## config.mk

```make
export PLATFORM = sky130hd
export DESIGN_NAME = uart_tx_param
export DESIGN_NICKNAME = d
export VERILOG_FILES = /design/src/rtl/uart_pkg.sv /design/src/rtl/uart_tx_fifo.sv /design/src/rtl/uart_tx_param.sv
export SDC_FILE = /design/constraint.sdc
export NUM_CORES = 1
export LEC_CHECK = 0
export CELL_PAD_IN_SITES_DETAIL_PLACEMENT = 1
export CELL_PAD_IN_SITES_GLOBAL_PLACEMENT = 1
export CORE_MARGIN = 1
export CORE_UTILIZATION = 45
export CTS_CLUSTER_SIZE = 25
export DETAILED_ROUTE_END_ITERATION = 7
export PLACE_DENSITY_LB_ADDON = 0.08
export SLEW_MARGIN = 20
export SYNTH_ARGS = -nofsm -noshare
export SYNTH_HDL_FRONTEND = slang
export SYNTH_SLANG_ARGS = --single-unit
```

## constraint.sdc

```tcl
create_clock -name clk -period 2.8 [get_ports clk]
set_input_delay 0.7 -clock clk [delete_from_list [all_inputs] [get_ports clk]]
set_output_delay 0.7 -clock clk [all_outputs]
set_load 0.01 [all_outputs]
```

## src/rtl/uart_pkg.sv

```systemverilog
// Shared parity-mode codes, transmitter state type and parity helpers.
package uart_pkg;

  localparam logic [1:0] PAR_NONE = 2'b00;
  localparam logic [1:0] PAR_EVEN = 2'b01;
  localparam logic [1:0] PAR_ODD  = 2'b10;

  typedef enum logic [2:0] {
    ST_IDLE,
    ST_START,
    ST_DATA,
    ST_PARITY,
    ST_STOP
  } tx_state_t;

  // Mode 2'b11 is an alias for no parity.
  function automatic logic parity_enabled(input logic [1:0] mode);
    return (mode == PAR_EVEN) || (mode == PAR_ODD);
  endfunction

  function automatic logic parity_invert(input logic [1:0] mode);
    return (mode == PAR_ODD) && (mode != PAR_NONE);
  endfunction

endpackage

```

## src/rtl/uart_tx_fifo.sv

```systemverilog
// Synchronous TX FIFO.
//   clk, reset (sync, active-low); push/wdata write when not full;
//   pop advances the head when not empty; rdata shows the head;
//   full, empty, count report occupancy.
module uart_tx_fifo #(
  parameter int unsigned WIDTH = 8,
  parameter int unsigned DEPTH = 8
) (
  input  logic                     clk,
  input  logic                     reset,
  input  logic                     push,
  input  logic [WIDTH-1:0]         wdata,
  input  logic                     pop,
  output logic [WIDTH-1:0]         rdata,
  output logic                     full,
  output logic                     empty,
  output logic [$clog2(DEPTH):0]   count
);

  localparam int unsigned AW = $clog2(DEPTH);

  logic [WIDTH-1:0] mem [DEPTH];
  logic [AW-1:0]    wr_ptr;
  logic [AW-1:0]    rd_ptr;
  logic             push_ok;
  logic             pop_ok;

  assign full    = (count == (AW+1)'(DEPTH));
  assign empty   = (count == '0);
  assign push_ok = push && !full;
  assign pop_ok  = pop && !empty;
  assign rdata   = mem[rd_ptr];

  always_ff @(posedge clk) begin
    if (push_ok) begin
      mem[wr_ptr] <= wdata;
    end
  end

  // Pointers are AW bits wide, so they wrap modulo DEPTH on their own.
  always_ff @(posedge clk) begin
    if (!reset) begin
      wr_ptr <= '0;
      rd_ptr <= '0;
      count  <= '0;
    end else begin
      if (push_ok) begin
        wr_ptr <= wr_ptr + 1'b1;
      end
      if (pop_ok) begin
        rd_ptr <= rd_ptr + 1'b1;
      end
      case ({push_ok, pop_ok})
        2'b10:   count <= count + 1'b1;
        2'b01:   count <= count - 1'b1;
        default: count <= count;
      endcase
    end
  end

endmodule

```

## src/rtl/uart_tx_param.sv

```systemverilog
// Parametrised UART transmitter with TX FIFO and internal bit-period counter.
//   clk, reset (sync, active-low); in_valid/in_data/in_ready host push;
//   p_mode parity select; tx serial line; busy, tx_done, fifo_count status.
module uart_tx_param #(
  parameter int unsigned DATA_BITS    = 8,
  parameter int unsigned STOP_BITS    = 1,
  parameter int unsigned CLKS_PER_BIT = 434,
  parameter int unsigned FIFO_DEPTH   = 8
) (
  input  logic                          clk,
  input  logic                          reset,
  input  logic                          in_valid,
  input  logic [DATA_BITS-1:0]          in_data,
  output logic                          in_ready,
  input  logic [1:0]                    p_mode,
  output logic                          tx,
  output logic                          busy,
  output logic                          tx_done,
  output logic [$clog2(FIFO_DEPTH):0]   fifo_count
);

  import uart_pkg::*;

  localparam int unsigned CW = $clog2(CLKS_PER_BIT);
  localparam int unsigned BW = $clog2(DATA_BITS);

  tx_state_t            state;
  logic [CW-1:0]        clk_cnt;
  logic [BW-1:0]        bit_idx;
  logic                 stop_idx;
  logic [DATA_BITS-1:0] shift;
  logic                 par_en;
  logic                 par_bit;

  logic                 fifo_full;
  logic                 fifo_empty;
  logic                 fifo_pop;
  logic [DATA_BITS-1:0] fifo_rdata;

  logic                 bit_last;
  logic                 stop_last;
  logic                 frame_end;

  assign in_ready  = reset && !fifo_full;
  assign bit_last  = (clk_cnt == CW'(CLKS_PER_BIT - 1));
  assign stop_last = (stop_idx == 1'(STOP_BITS - 1));
  assign frame_end = (state == ST_STOP) && bit_last && stop_last;
  assign tx_done   = frame_end;
  assign busy      = (state != ST_IDLE) || (fifo_count != '0);
  assign fifo_pop  = ((state == ST_IDLE) || frame_end) && !fifo_empty;

  uart_tx_fifo #(
    .WIDTH (DATA_BITS),
    .DEPTH (FIFO_DEPTH)
  ) u_fifo (
    .clk   (clk),
    .reset (reset),
    .push  (in_valid && in_ready),
    .wdata (in_data),
    .pop   (fifo_pop),
    .rdata (fifo_rdata),
    .full  (fifo_full),
    .empty (fifo_empty),
    .count (fifo_count)
  );

  // tx is registered with the value for the state being entered, so the
  // line changes exactly on the edge that starts each bit.
  always_ff @(posedge clk) begin
    if (!reset) begin
      state    <= ST_IDLE;
      clk_cnt  <= '0;
      bit_idx  <= '0;
      stop_idx <= 1'b0;
      shift    <= '0;
      par_en   <= 1'b0;
      par_bit  <= 1'b0;
      tx       <= 1'b1;
    end else begin
      if (state == ST_IDLE || bit_last) begin
        clk_cnt <= '0;
      end else begin
        clk_cnt <= clk_cnt + 1'b1;
      end

      if (fifo_pop) begin
        shift    <= fifo_rdata;
        par_en   <= parity_enabled(p_mode);
        par_bit  <= (^fifo_rdata) ^ parity_invert(p_mode);
        bit_idx  <= '0;
        stop_idx <= 1'b0;
        state    <= ST_START;
        tx       <= 1'b0;
      end else begin
        case (state)
          ST_IDLE: begin
            tx <= 1'b1;
          end
          ST_START: begin
            if (bit_last) begin
              state <= ST_DATA;
              tx    <= shift[0];
            end
          end
          ST_DATA: begin
            if (bit_last) begin
              if (bit_idx == BW'(DATA_BITS - 1)) begin
                if (par_en) begin
                  state <= ST_PARITY;
                  tx    <= par_bit;
                end else begin
                  state <= ST_STOP;
                  tx    <= 1'b1;
                end
              end else begin
                bit_idx <= bit_idx + 1'b1;
                shift   <= {1'b0, shift[DATA_BITS-1:1]};
                tx      <= shift[1];
              end
            end
          end
          ST_PARITY: begin
            if (bit_last) begin
              state <= ST_STOP;
              tx    <= 1'b1;
            end
          end
          ST_STOP: begin
            tx <= 1'b1;
            if (bit_last) begin
              if (stop_last) begin
                state <= ST_IDLE;
              end else begin
                stop_idx <= stop_idx + 1'b1;
              end
            end
          end
          default: begin
            state <= ST_IDLE;
            tx    <= 1'b1;
          end
        endcase
      end
    end
  end

endmodule

```

Yosys cells after proc, flatten, opt, wreduce, memory -nomap -nowiden
Memory sizes are Yosys's and may differ from the RTL's. A register that Yosys moved wholly into a read port is not among the register bits.
Cells that the tools add are included.
Widths: inputs -> output; s select.
{"block": "totals", "ff_bits": 37, "ramBits": 64, "out_inout_bits": 8, "latchBits": 0, "memories": 1, "elab_cells": 107, "mem_bits_ro": 0}
{"block": "classes", "n_mul": 0, "n_eq_ne": 25, "mux": 26, "reduce_logical": 31, "magnitude_cmp": 0, "addsub": 7, "shifts": 0, "n_div": 0, "n_bitwise": 5}
{"name": "u_fifo.mem", "words": 8, "width": 8, "read_ports": 1, "rd_clocked_by_memory_dff": 1, "wr": 1, "line_no": "uart_tx_fifo.sv:22", "rtl": "logic [WIDTH-1:0] mem [DEPTH];"}
{"cell": "$mux 8", "n": 4}
{"cell": "$mux 3", "n": 9}
{"cell": "$ne 3x2->1 const B", "n": 6}
{"cell": "$pmux 3 s5", "n": 1}
{"cell": "$reduce_and 7->1", "n": 2}
{"cell": "$ne 2x2->1 const B", "n": 6}
{"cell": "$mux 1", "n": 10}
{"cell": "$add 3x1->3 const B", "n": 3}
{"cell": "$add 9x1->9 const B", "n": 1}
{"cell": "$eq 9x9->1 const B", "n": 1}
{"cell": "$reduce_and 3->1", "n": 3}
{"cell": "$logic_and 1x1->1", "n": 8}
{"cell": "$pmux 4 s2", "n": 1}
{"cell": "$reduce_bool 2->1", "n": 4}
{"cell": "$reduce_xor 8->1", "n": 1}
{"cell": "$eq 3x2->1 const B", "n": 2}
{"cell": "$eq 3x3->1 const B", "n": 2}
{"cell": "$add 4x1->4 const B", "n": 1}
{"cell": "$eq 2x1->1 const B", "n": 2}
{"cell": "$eq 2x2->1 const B", "n": 2}
{"cell": "$eq 4x4->1 const B", "n": 1}
{"cell": "$logic_not 4->1", "n": 1}
{"cell": "$logic_or 1x1->1", "n": 4}
{"cell": "$ne 2x1->1 const B", "n": 2}
{"cell": "other kinds (12)", "n": 17}

Longest topological paths before layout
Gate-level depths: netlist (run 1).
{"block": "depth", "word_depth": 8, "ltp_mapped": 15, "ltp_nobuf": 13}

By module
From an unflattened synthesis (run 1), not the netlist that was laid out.
{"block": "unflattened", "hier_cells": 322, "area_unflattened_um2": 4533.1}
{"mod": "uart_tx_fifo", "area_each_um2": 3136.8, "seq_area_each_um2": 2182.1, "n_inst": 1, "cells_each": 168}
{"mod": "uart_tx_param", "area_each_um2": 1396.3, "seq_area_each_um2": 520.5, "n_inst": 1, "cells_each": 154}

Worst setup path before layout (run 1)
No wires, ideal clock.
{"block": "synth_path", "path_kind": "register -> register", "from": "reg u_fifo.count[1]", "to": "reg u_fifo.count[2]", "arrival_time_ps": 2780, "path_stages_with_launch": 15, "setup_ps": 70, "setup_slack_ps": -50, "required_ps": 2730, "period_less_slack_ps": 2850, "path_cell_list": "dfxtp_1 -> clkbuf_1 -> nor4_1 -> nand2b_1 -> a21o_1 -> clkbuf_1 -> inv_2 -> buf_12 -> ha_1 -> xor2_1 -> ha_1 -> a21oi_1 -> xor2_1 -> or3_1 -> a21boi_1"}
{"block": "synth_between", "word_cells_on_any_way": 15}
{"item": "start, declared", "line_no": "uart_tx_fifo.sv:17", "rtl": "output logic [$clog2(DEPTH):0] count"}
{"item": "start signal, assigned", "line_no": "uart_tx_fifo.sv:54", "rtl": "2'b10: count <= count + 1'b1;"}
{"item": "start signal, assigned", "line_no": "uart_tx_fifo.sv:55", "rtl": "2'b01: count <= count - 1'b1;"}
{"item": "start signal, assigned", "line_no": "uart_tx_fifo.sv:56", "rtl": "default: count <= count;"}
{"item": "$logic_not 4->1 *", "line_no": "uart_tx_fifo.sv:29", "rtl": "assign empty = (count == '0);"}
{"item": "$logic_not 1->1 *", "line_no": "uart_tx_fifo.sv:31, uart_tx_param.sv:50"}
{"item": "$logic_and 1x1->1", "line_no": "uart_tx_param.sv:50", "rtl": "assign fifo_pop = ((state == ST_IDLE) || frame_end) && !fifo_empty;"}
{"item": "$logic_and 1x1->1 *", "line_no": "uart_tx_fifo.sv:31", "rtl": "assign pop_ok = pop && !empty;"}
{"item": "via u_fifo.pop_ok", "line_no": "uart_tx_fifo.sv:26", "rtl": "logic pop_ok;"}
{"item": "$eq 2x1->1 / $eq 2x2->1 (equally long branches)", "line_no": "uart_tx_fifo.sv:53", "rtl": "case ({push_ok, pop_ok})"}
{"item": "$pmux 4 s2 / $reduce_bool 2->1 (equally long branches)"}
Mark *: on every way through the listed nets, which the timed path passes. The rest lies on a longest branch.
A chain may end at the register's enable or synchronous reset.

Worst setup path in the final report (run 1)
{"block": "layout_path", "from": "in reset", "to": "out in_ready"}
{"block": "layout_between", "elab_chain_len": 1}
{"item": "start, declared", "line_no": "uart_tx_param.sv:11", "rtl": "input logic reset,"}
{"item": "$logic_and 1x1->1", "line_no": "uart_tx_param.sv:44", "rtl": "assign in_ready = reset && !fifo_full;"}
{"item": "end, declared", "line_no": "uart_tx_param.sv:14", "rtl": "output logic in_ready,"}
Every way passes these cells.

==> results of run 1 <==
[power groups by stage]
stage / logic [mW] / clock network, mW / registers, mW
after floorplan: 1.27 / 0 / 1.89
final: 1.73 / 0.839 / 1.88
after global placement: 1.73 / 0 / 1.91
after CTS: 1.78 / 0.873 / 1.88
after detailed placement: 1.76 / 0 / 1.92
after global routing: 1.94 / 0.917 / 1.90
[layout by cell type, fill, tap and decap left out, drive strengths merged, types with 2 or more instances in the layout]
| master | instances |
|---|---|
| edfxtp | 64 |
| dfxtp | 39 |
| nand2 | 30 |
| nor2 | 27 |
| buf | 24 |
| clkdlybuf4s50 | 19 |
| mux4 | 16 |
| ha | 10 |
| clkbuf | 10 |
| xnor2 | 9 |
| mux2i | 9 |
| a21boi | 9 |
| inv | 9 |
| o21ai | 8 |
| and2 | 7 |
| a21oi | 7 |
| nand2b | 6 |
| nor3 | 6 |
| and3 | 6 |
| xor2 | 5 |
| nand3 | 4 |
| mux2 | 4 |
| xnor3 | 4 |
| a22oi | 4 |
| or3 | 3 |
| nand3b | 3 |
| clkinv | 3 |
| nor3b | 2 |
| nor2b | 2 |
| nor4 | 2 |
[stage by stage]
step	cell area, sq um	cells	utilization (%)	total power [mW]	setup slack [ns]
floorplan	4390	316	-	3.16	0.0481
global placement	4870	476	52.2	3.64	-0.0265
detailed placement	4870	476	52.2	3.68	-0.142
CTS	5040	492	54.0	4.53	0.167
global route	5040	492	54.0	4.76	0.0756
finish	5040	492	54.0	4.45	0.171
[routing by layer]
layer	up-vias	GRT usage (%)
met5	-	0
met4	0	7.36
met3	11	4.58
met2	43	33.3
met1	1281	22.3
li1	1248	-
[cells by family after synthesis]
family | Yosys count
adders and majority gates | 10
and+or+nand+nor | 101
DFF | 103
muxes | 29
buffers and inverters | 20
xor gates and xnor gates | 18
AOI/OAI and AO/OA | 35
[registers in the layout, summed over array words and instances (netlist names), named ones only]
name,count
state,3
tx,1
bit_idx,3
par_en,1
par_bit,1
shift,8
u_fifo.count,4
u_fifo.wr_ptr,3
clk_cnt,9
u_fifo.mem,64
u_fifo.rd_ptr,3
[cell type report]
cell class | count | area (sq um) | area share (%)
Clock buffer | 10 | 128 | 2.53
Clock inverter | 6 | 45.0 | 0.894
Inverter | 7 | 26.3 | 0.521
Multi-Input combinational cell | 193 | 1580 | 31.4
Sequential cell | 103 | 2700 | 53.6
Tap cell | 129 | 161 | 3.20
Timing Repair Buffer | 44 | 392 | 7.77
[path summary, 6_finish.rpt]
kind | from | endpoint | slack, ns | cells past startpoint
setup / recovery | reset | in_ready | 0.17 | 3
hold / removal | clk_cnt[0]$_SDFF_PP0_ | clk_cnt[0]$_SDFF_PP0_ | 0.43 | 1
setup reg to reg | flip-flop | par_bit$_SDFFE_PN0N_ | 0.25 | 7
hold reg to reg | clk_cnt[0]$_SDFF_PP0_ | clk_cnt[0]$_SDFF_PP0_ | 0.43 | 1
[critical path: cells and delay by family]
kind / cells / cell delay (ns)
buffers and inverters: 2 / 1.04
AO/OA/AOI/OAI: 1 / 0.19
[timing repair]
action / CTS / global route
resized for setup: 2 / 0
setup endpoints to repair: 1 / 0
hold endpoints to repair: 0 / 0
==> run metrics, run 1 <==
met2 WL post-DR approximately 4.3 mm; die area 10100 sq um; Synth Area in Simple Gates 11.2%; core area 9330 sq um; H-tree depth 3; power share of the combinational group between 30% and 40%; Max Cap Viol 0; Via-to-Cell Ratio 5.25; Detailed Route WL ~8.5 mm; first-pass GRT wire length about 14 mm; Starting Density between 40% and 50%; Crit path required time around 2.1 ns; count of buffers from port buffering 20; crit path DAT 1.93 ns; drt first pass iters 5; Layout fillers between 900 and 1000; Post-synth ARST share 0%; status completed; syn_area_per_cell between 10 and 15 sq um; critical path, cell by cell clkdlybuf4s50_1 > a21boi_1 > clkdlybuf4s50_1; Slew headroom 71.4%; switch share about a third; Post-synth top cells edfxtp_1 (64), dfxtp_1 (39), nand2_1 (30), nor2_1 (27); Max Freq around 380 MHz; Yosys warning count 0; via count between 2000 and 3000; sequential share of the synthesized area around three fifths; VDD IR max just over 500 uV; Synth Cell Area between 4000 and 5000 sq um; largest net degree at the start of global routing 26; Most used DFF post-synth edfxtp_1; post-DR wirelength/cell between 15 and 20 microns; Crit. End Element output pin; Hold Vio Cnt, Final 0; Slew Limit Fails 0; total clock sinks approximately 100; Yosys top cell area share 43.8%; Flop pwr share 42.2%; Root Buffer Master clkbuf_8; Yosys cell types 45; CP peak stage delay roughly 0.56 ns; I/O Pins 21; largest family of logic cells by synthesized area multiplexers; Detail Route Antenna Nets 0; layout cell share with drive strength beyond 1 ~16%; worst-path maximum fanout 2; Setup Viol. Count Final 0; CP max stage cell clkdlybuf4s50_1; Least-Margin Pin Slew around 0.42 ns; Die Wd a little over 100 microns; RSZ-0062 raised after global routing false; setup bufs post-CTS 0; Setup crit start kind input pin; initial DRC count 47; Hold Path Class reg2reg; synthesized instance count ~320; CTS Hold Bufs 0; initial antenna violation count 0; most instantiated library cell after synthesis edfxtp_1; CTS tree yes; Longest Clk Path Bufs 2; total global routing track utilization between 10% and 20%; Worst-Skew Late Latency approximately 0.37 ns; setup TNS 0 ns; nets approximately 380; met3 WL between 200 and 300 microns; Tmin final ~2.6 ns; Final GP Congestion roughly 0.7; Most Frequent Cell on Critical Path clkdlybuf4s50_1; vias in the first global route between 2000 and 3000; dpl hpwl roughly 6 mm; clock group share of total power 18.9%; Top Metal Used met4; Placement Rows 35; number of flops mapped to enable cells by yosys 64; type of the worst setup path in2out; TritonCTS Buffers 9; cell taking the most area after synthesis edfxtp_1; post-synthesis net count ~340; layout overhead on the synthesized area 14.9%; DRC violations left 0; hold slack final around 0.43 ns; mux contribution to synthesized area 11.8%; GRT Residual Overflow 0; internal power 3.02 mW; pwr dens 883 nW/um^2; Synth Area in XOR/XNOR 4.85%; Die H ~100 microns; Compound-Gate Fraction of Synth Area under 10%; fin crit share between 90% and 100%; met1 wire length 3.68 mm; Worst Clk Skew 0.00724 ns; Clk pin slew, worst setup/hold paths ~0.10 ns; top cells by area, synth edfxtp_1 (44%), dfxtp_1 (18%), mux4_2 (5.1%); Psw around 1.4 mW; Leak 1.78 nW; synthesis-stage register bit count between 100 and 150; Ant. Diodes 0; Synth Area in Adders 2.85%
(Power assumes the default switching activity.)
==> inputs of run 2 (changes only) <==
SLEW_MARGIN = 30   (was 20)
==> results of run 2 <==
No change in the layout: final DEF, timing and power equal those of run 1.
